[src/rtl/serial_transmitter.sv]
`default_nettype none
// ============================================================================
// Module   : serial_transmitter
// Brief    : Push-button stepped serial framer (start bit, CNT_W-bit length,
//            payload) with a hex 7-segment display of the count register.
//            Define DEBOUNCE_EN to require a stable button before each step.
// Revision : 1.0 - initial release
// ============================================================================
module serial_transmitter #(
    parameter int CNT_W           = 4,
    parameter int SYNC_STAGES     = 2,
    parameter int DEBOUNCE_CYCLES = 4
) (
    input  logic       clk,
    input  logic       rst,
    input  logic       SerIn,
    input  logic       ClkPB,
    output logic       SerOut,
    output logic       SerOutValid,
    output logic [6:0] seven_segments
);

    typedef enum logic [1:0] {
        S_IDLE     = 2'd0,
        S_LOAD     = 2'd1,
        S_TRANSMIT = 2'd2
    } state_t;

    localparam int              IDX_W    = (CNT_W > 2) ? $clog2(CNT_W) : 1;
    localparam logic [IDX_W-1:0] IDX_LAST = IDX_W'(CNT_W - 1);
    localparam logic [CNT_W-1:0] CNT_ONE  = {{(CNT_W-1){1'b0}}, 1'b1};

    logic [SYNC_STAGES-1:0] sync_q, sync_d;
    logic                   pb_sync;
    logic                   step;

    assign pb_sync = sync_q[SYNC_STAGES-1];

    generate
        if (SYNC_STAGES > 1) begin : g_sync_chain
            assign sync_d = {sync_q[SYNC_STAGES-2:0], ClkPB};
        end else begin : g_sync_single
            assign sync_d = ClkPB;
        end
    endgenerate

`ifdef DEBOUNCE_EN
    localparam int              DB_W    = $clog2(DEBOUNCE_CYCLES + 1);
    localparam logic [DB_W-1:0] DB_FULL = DB_W'(DEBOUNCE_CYCLES);

    logic [DB_W-1:0] db_cnt_q, db_cnt_d;
    logic            db_level_q, db_level_d;

    // The accepted level flips only after the input disagrees with it for
    // DEBOUNCE_CYCLES cycles in a row; a step fires on the low-to-high flip.
    always_comb begin
        db_cnt_d   = '0;
        db_level_d = db_level_q;
        step       = 1'b0;
        if (pb_sync != db_level_q) begin
            if (db_cnt_q == DB_FULL) begin
                db_level_d = pb_sync;
                step       = pb_sync;
            end else begin
                db_cnt_d = db_cnt_q + 1'b1;
            end
        end
    end

    always_ff @(posedge clk or negedge rst) begin
        if (!rst) begin
            sync_q     <= '0;
            db_cnt_q   <= '0;
            db_level_q <= 1'b0;
        end else begin
            sync_q     <= sync_d;
            db_cnt_q   <= db_cnt_d;
            db_level_q <= db_level_d;
        end
    end
`else
    logic edge_q, edge_d;

    always_comb begin
        edge_d = pb_sync;
        step   = pb_sync & ~edge_q;
    end

    always_ff @(posedge clk or negedge rst) begin
        if (!rst) begin
            sync_q <= '0;
            edge_q <= 1'b0;
        end else begin
            sync_q <= sync_d;
            edge_q <= edge_d;
        end
    end
`endif

    state_t             state_q, state_d;
    logic [CNT_W-1:0]   count_q, count_d;
    logic [IDX_W-1:0]   bit_idx_q, bit_idx_d;
    logic [CNT_W-1:0]   count_shift;

    assign count_shift = {count_q[CNT_W-2:0], SerIn};

    always_comb begin
        state_d   = state_q;
        count_d   = count_q;
        bit_idx_d = bit_idx_q;
        if (step) begin
            case (state_q)
                S_IDLE: begin
                    if (!SerIn) begin
                        state_d   = S_LOAD;
                        count_d   = '0;
                        bit_idx_d = '0;
                    end
                end
                S_LOAD: begin
                    count_d   = count_shift;
                    bit_idx_d = bit_idx_q + 1'b1;
                    if (bit_idx_q == IDX_LAST) begin
                        bit_idx_d = '0;
                        state_d   = (count_shift != '0) ? S_TRANSMIT : S_IDLE;
                    end
                end
                S_TRANSMIT: begin
                    count_d = count_q - 1'b1;
                    if (count_q == CNT_ONE) begin
                        state_d = S_IDLE;
                    end
                end
                default: begin
                    state_d = S_IDLE;
                    count_d = '0;
                end
            endcase
        end
    end

    always_ff @(posedge clk or negedge rst) begin
        if (!rst) begin
            state_q   <= S_IDLE;
            count_q   <= '0;
            bit_idx_q <= '0;
        end else begin
            state_q   <= state_d;
            count_q   <= count_d;
            bit_idx_q <= bit_idx_d;
        end
    end

    assign SerOutValid = (state_q == S_TRANSMIT);
    assign SerOut      = SerOutValid & SerIn;

    logic [3:0] nibble;

    generate
        if (CNT_W >= 4) begin : g_nib_full
            assign nibble = count_q[3:0];
        end else begin : g_nib_pad
            assign nibble = {{(4-CNT_W){1'b0}}, count_q};
        end
    endgenerate

    // Active-low segments, bit order {g,f,e,d,c,b,a}
    always_comb begin
        seven_segments = 7'b1111111;
        case (nibble)
            4'h0: seven_segments = 7'b1000000;
            4'h1: seven_segments = 7'b1111001;
            4'h2: seven_segments = 7'b0100100;
            4'h3: seven_segments = 7'b0110000;
            4'h4: seven_segments = 7'b0011001;
            4'h5: seven_segments = 7'b0010010;
            4'h6: seven_segments = 7'b0000010;
            4'h7: seven_segments = 7'b1111000;
            4'h8: seven_segments = 7'b0000000;
            4'h9: seven_segments = 7'b0010000;
            4'hA: seven_segments = 7'b0001000;
            4'hB: seven_segments = 7'b0000011;
            4'hC: seven_segments = 7'b1000110;
            4'hD: seven_segments = 7'b0100001;
            4'hE: seven_segments = 7'b0000110;
            4'hF: seven_segments = 7'b0001110;
            default: seven_segments = 7'b1111111;
        endcase
    end

endmodule
`default_nettype wire

[config.mk]
export PLATFORM = sky130hd
export DESIGN_NAME = serial_transmitter
export DESIGN_NICKNAME = d
export VERILOG_FILES = /design/src/rtl/serial_transmitter.sv
export SDC_FILE = /design/constraint.sdc
export NUM_CORES = 1
export LEC_CHECK = 0
export CAP_MARGIN = 10
export CORE_UTILIZATION = 51
export DETAILED_ROUTE_END_ITERATION = 16
export PLACE_DENSITY = 0.77
export SLEW_MARGIN = 20
export SYNTH_ARGS = -nofsm -noshare
export SYNTH_HDL_FRONTEND = slang
export SYNTH_SLANG_ARGS = --single-unit
export TNS_END_PERCENT = 5
[constraint.sdc]
create_clock -name clk -period 2 [get_ports clk]
set_input_delay 0.4 -clock clk [delete_from_list [all_inputs] [get_ports clk]]
set_output_delay 0.4 -clock clk [all_outputs]
set_load 0.05 [all_outputs]
==> results.toml <==
[status]
status = "finished with violations"
violations = "setup timing"

[floorplanning]
ioPinCount = 13
die_area_um2 = 1750
die_x_um = 41.8
core-area_um2 = 1380
rows = 13
fp.dieH_um = 41.8
initial_core_util = 0.584

[cells_and_area]
drive_gt1_frac = 0.371
multi_input_area_um2 = 558
fillers = 62
areaGrowthSynthToFinish_pct = 47.1
nets = 120
seqCellArea_um2 = 277
diodes = 0

[placed_design]
gp_congestion = 0.850
dp_hpwl_mm = 1.20
io_buffers = 12
dp_slack_ns = 0.137

[global_routing]
grt_max_degree = 16
antenna_found_initial = 0
track_usage = 0.238
grt_pass1_wl_mm = 3.19
grt_pass1_vias = 669
overflow = 0

[detailed_routing]
drt-initial-drc-count = 17
drt_pass1_iterations = 5
drc = 0
num_vias = 739
drtAntennaViolNets = 0
wire_per_inst_um = 16.1
drt_wl_total_mm = 1.93
vias_per_cell = 6.16

[sta]
fmax_ghz = 0.479
worstMarginPinSlew_ns = 0.483
fin_hold_ws_ns = 0.354
hold_viol = 0
skew_ns = 0.000355
layout_setup_ws_ns = -0.0865
setup_violations = 2
post-route-period-util = 1.04
slew_headroom = 0.677
rsz0062_at_grt = "true"
setup_tns_ns = -0.156
final-max-slew-violation-count = 0
period_minus_slack_ns = 2.09

[clock_network]
clk_latency_ns = 0.27
clock_sinks = 11
clockBufferDepth = 2
cts_max_level = 1
cts_tree = "yes"
clockRootBuffer = "clkbuf_4"
cts_buffers = 3
postCtsHoldBufs = 0
clk_pin_slew_ns = 0.06

[synthesis]
synth_top_area_share = 0.341
synth_edf_count = 0
avgSynthCellArea_um2 = 9.84
yosys-top-cells-count = "dfrtp_1 (11), ha_1 (10), inv_1 (6), nand2_1 (6)"
synth-main-ff-cell = "dfrtp_1"
async_flop_share = 1.00
synth_top_area_cell = "dfrtp_1"
syn_nets = 96
ys_seq_elements = 11
syn_inst = 82
synth_area_leaders = "dfrtp_1 (34%), ha_1 (16%), mux2i_1 (6.2%), inv_1 (2.8%), mux4_2 (2.8%)"
yosysSeqAreaShare = 0.341
synth.most_common_cell = "dfrtp_1"
yosys_warnings = 0
netlist_area_um2 = 807
synth.distinct_cells = 37

[critical_path]
crit_path_end_kind = "output pin"
crit_required_ns = 1.60
crit_fanout = 4
critPathLaunchType = "flip-flop"
criticalPathCategory = "reg -> out"
cp_data_arrival_time_ns = 1.69

[job]
maxCapViolCount = 0

[power]
p_leak_uw = 0.000493
power_uw = 1580
ir_worst_vdd_mv = 0.948
p_per_area_nw_per_um2 = 1330

[worst_hold_path]
hold_class = "reg -> reg"
[final timing paths]
kind	from	endpoint	slack [ns]	cells after the start
setup / recovery	count_q[0]$_DFFE_PN0P_	seven_segments[3]	-0.09	5
hold / removal	sync_q[0]$_DFF_PN0_	sync_q[1]$_DFF_PN0_	0.35	0
setup reg to reg	state_q[1]$_DFFE_PN0P_	state_q[0]$_DFFE_PN0P_	0.34	6
hold reg to reg	sync_q[0]$_DFF_PN0_	sync_q[1]$_DFF_PN0_	0.35	0
max in group asynchronous	rst	count_q[3]$_DFFE_PN0P_	1.20	1
min in group asynchronous	rst	state_q[0]$_DFFE_PN0P_	0.45	1
[layout by cell type, fill, tap and decap left out, drive strengths merged, types with 2 or more instances in the layout]
cell type / instances
o21ai: 6
dfrtp: 11
a21oi: 2
o22ai: 2
nand2: 6
ha: 10
clkbuf: 3
mux2i: 5
buf: 18
a32o: 2
inv: 7
clkdlybuf4s50: 3
mux2: 2
nor2: 6
a22oi: 2
[layer usage]
layer | share of wire | track usage | vias up
li1 | - | - | 348
met1 | 0.44 | 0.336 | 348
met2 | 0.47 | 0.369 | 37
met3 | 0.071 | 0.0652 | 6
met4 | 0.016 | 0.0387 | 0
met5 | 0 | 0 | -
[registers in the layout (all words and copies together), names as in the netlist]
signal     count
edge_q         1
sync_q         2
count_q        4
state_q        2
bit_idx_q      2
[power breakdown]
part	internal (uW)	switching (uW)
Sequential	275	50.1
Clock	74.2	74.3
Combinational	517	584
[cell families after synthesis]
| family | after synthesis | synth area share |
|---|---|---|
| buf+inv | 9 | 0.0434 |
| mux | 8 | 0.118 |
| compound gates | 22 | 0.192 |
| fa+ha+maj | 10 | 0.155 |
| simple gates | 22 | 0.150 |
| flops | 11 | 0.341 |
[worst max-delay path: stages (launching register included)]
cell     delay [ns]
dfrtp_1        0.37
inv_2          0.08
ha_4           0.28
inv_2          0.04
mux4_2         0.48
buf_8          0.17
[metrics by stage]
step	cell area, um2	cells	utilization
after global placement	1060	112	0.764
after CTS	1180	120	0.853
after floorplan	811	82	-
after global routing	1190	120	0.859
after detailed placement	1060	112	0.764
final	1190	120	0.859
[cell type report]
cell class                 instances  share of cell area
clock buffer                       3              0.0190
clock inverter                     1             0.00421
inverter                           7              0.0221
multi-input combinational         62               0.470
sequential                        11               0.233
tap                               15              0.0158
timing repair buffer              21               0.236
[timing repair]
action                                  in CTS  in global routing
endpoints found under the setup margin       6                  6
gates resized for setup                     15                  2
pin swaps                                    2                  0
buffers inserted                             4                  0
Power figures use the tool's default switching activity.
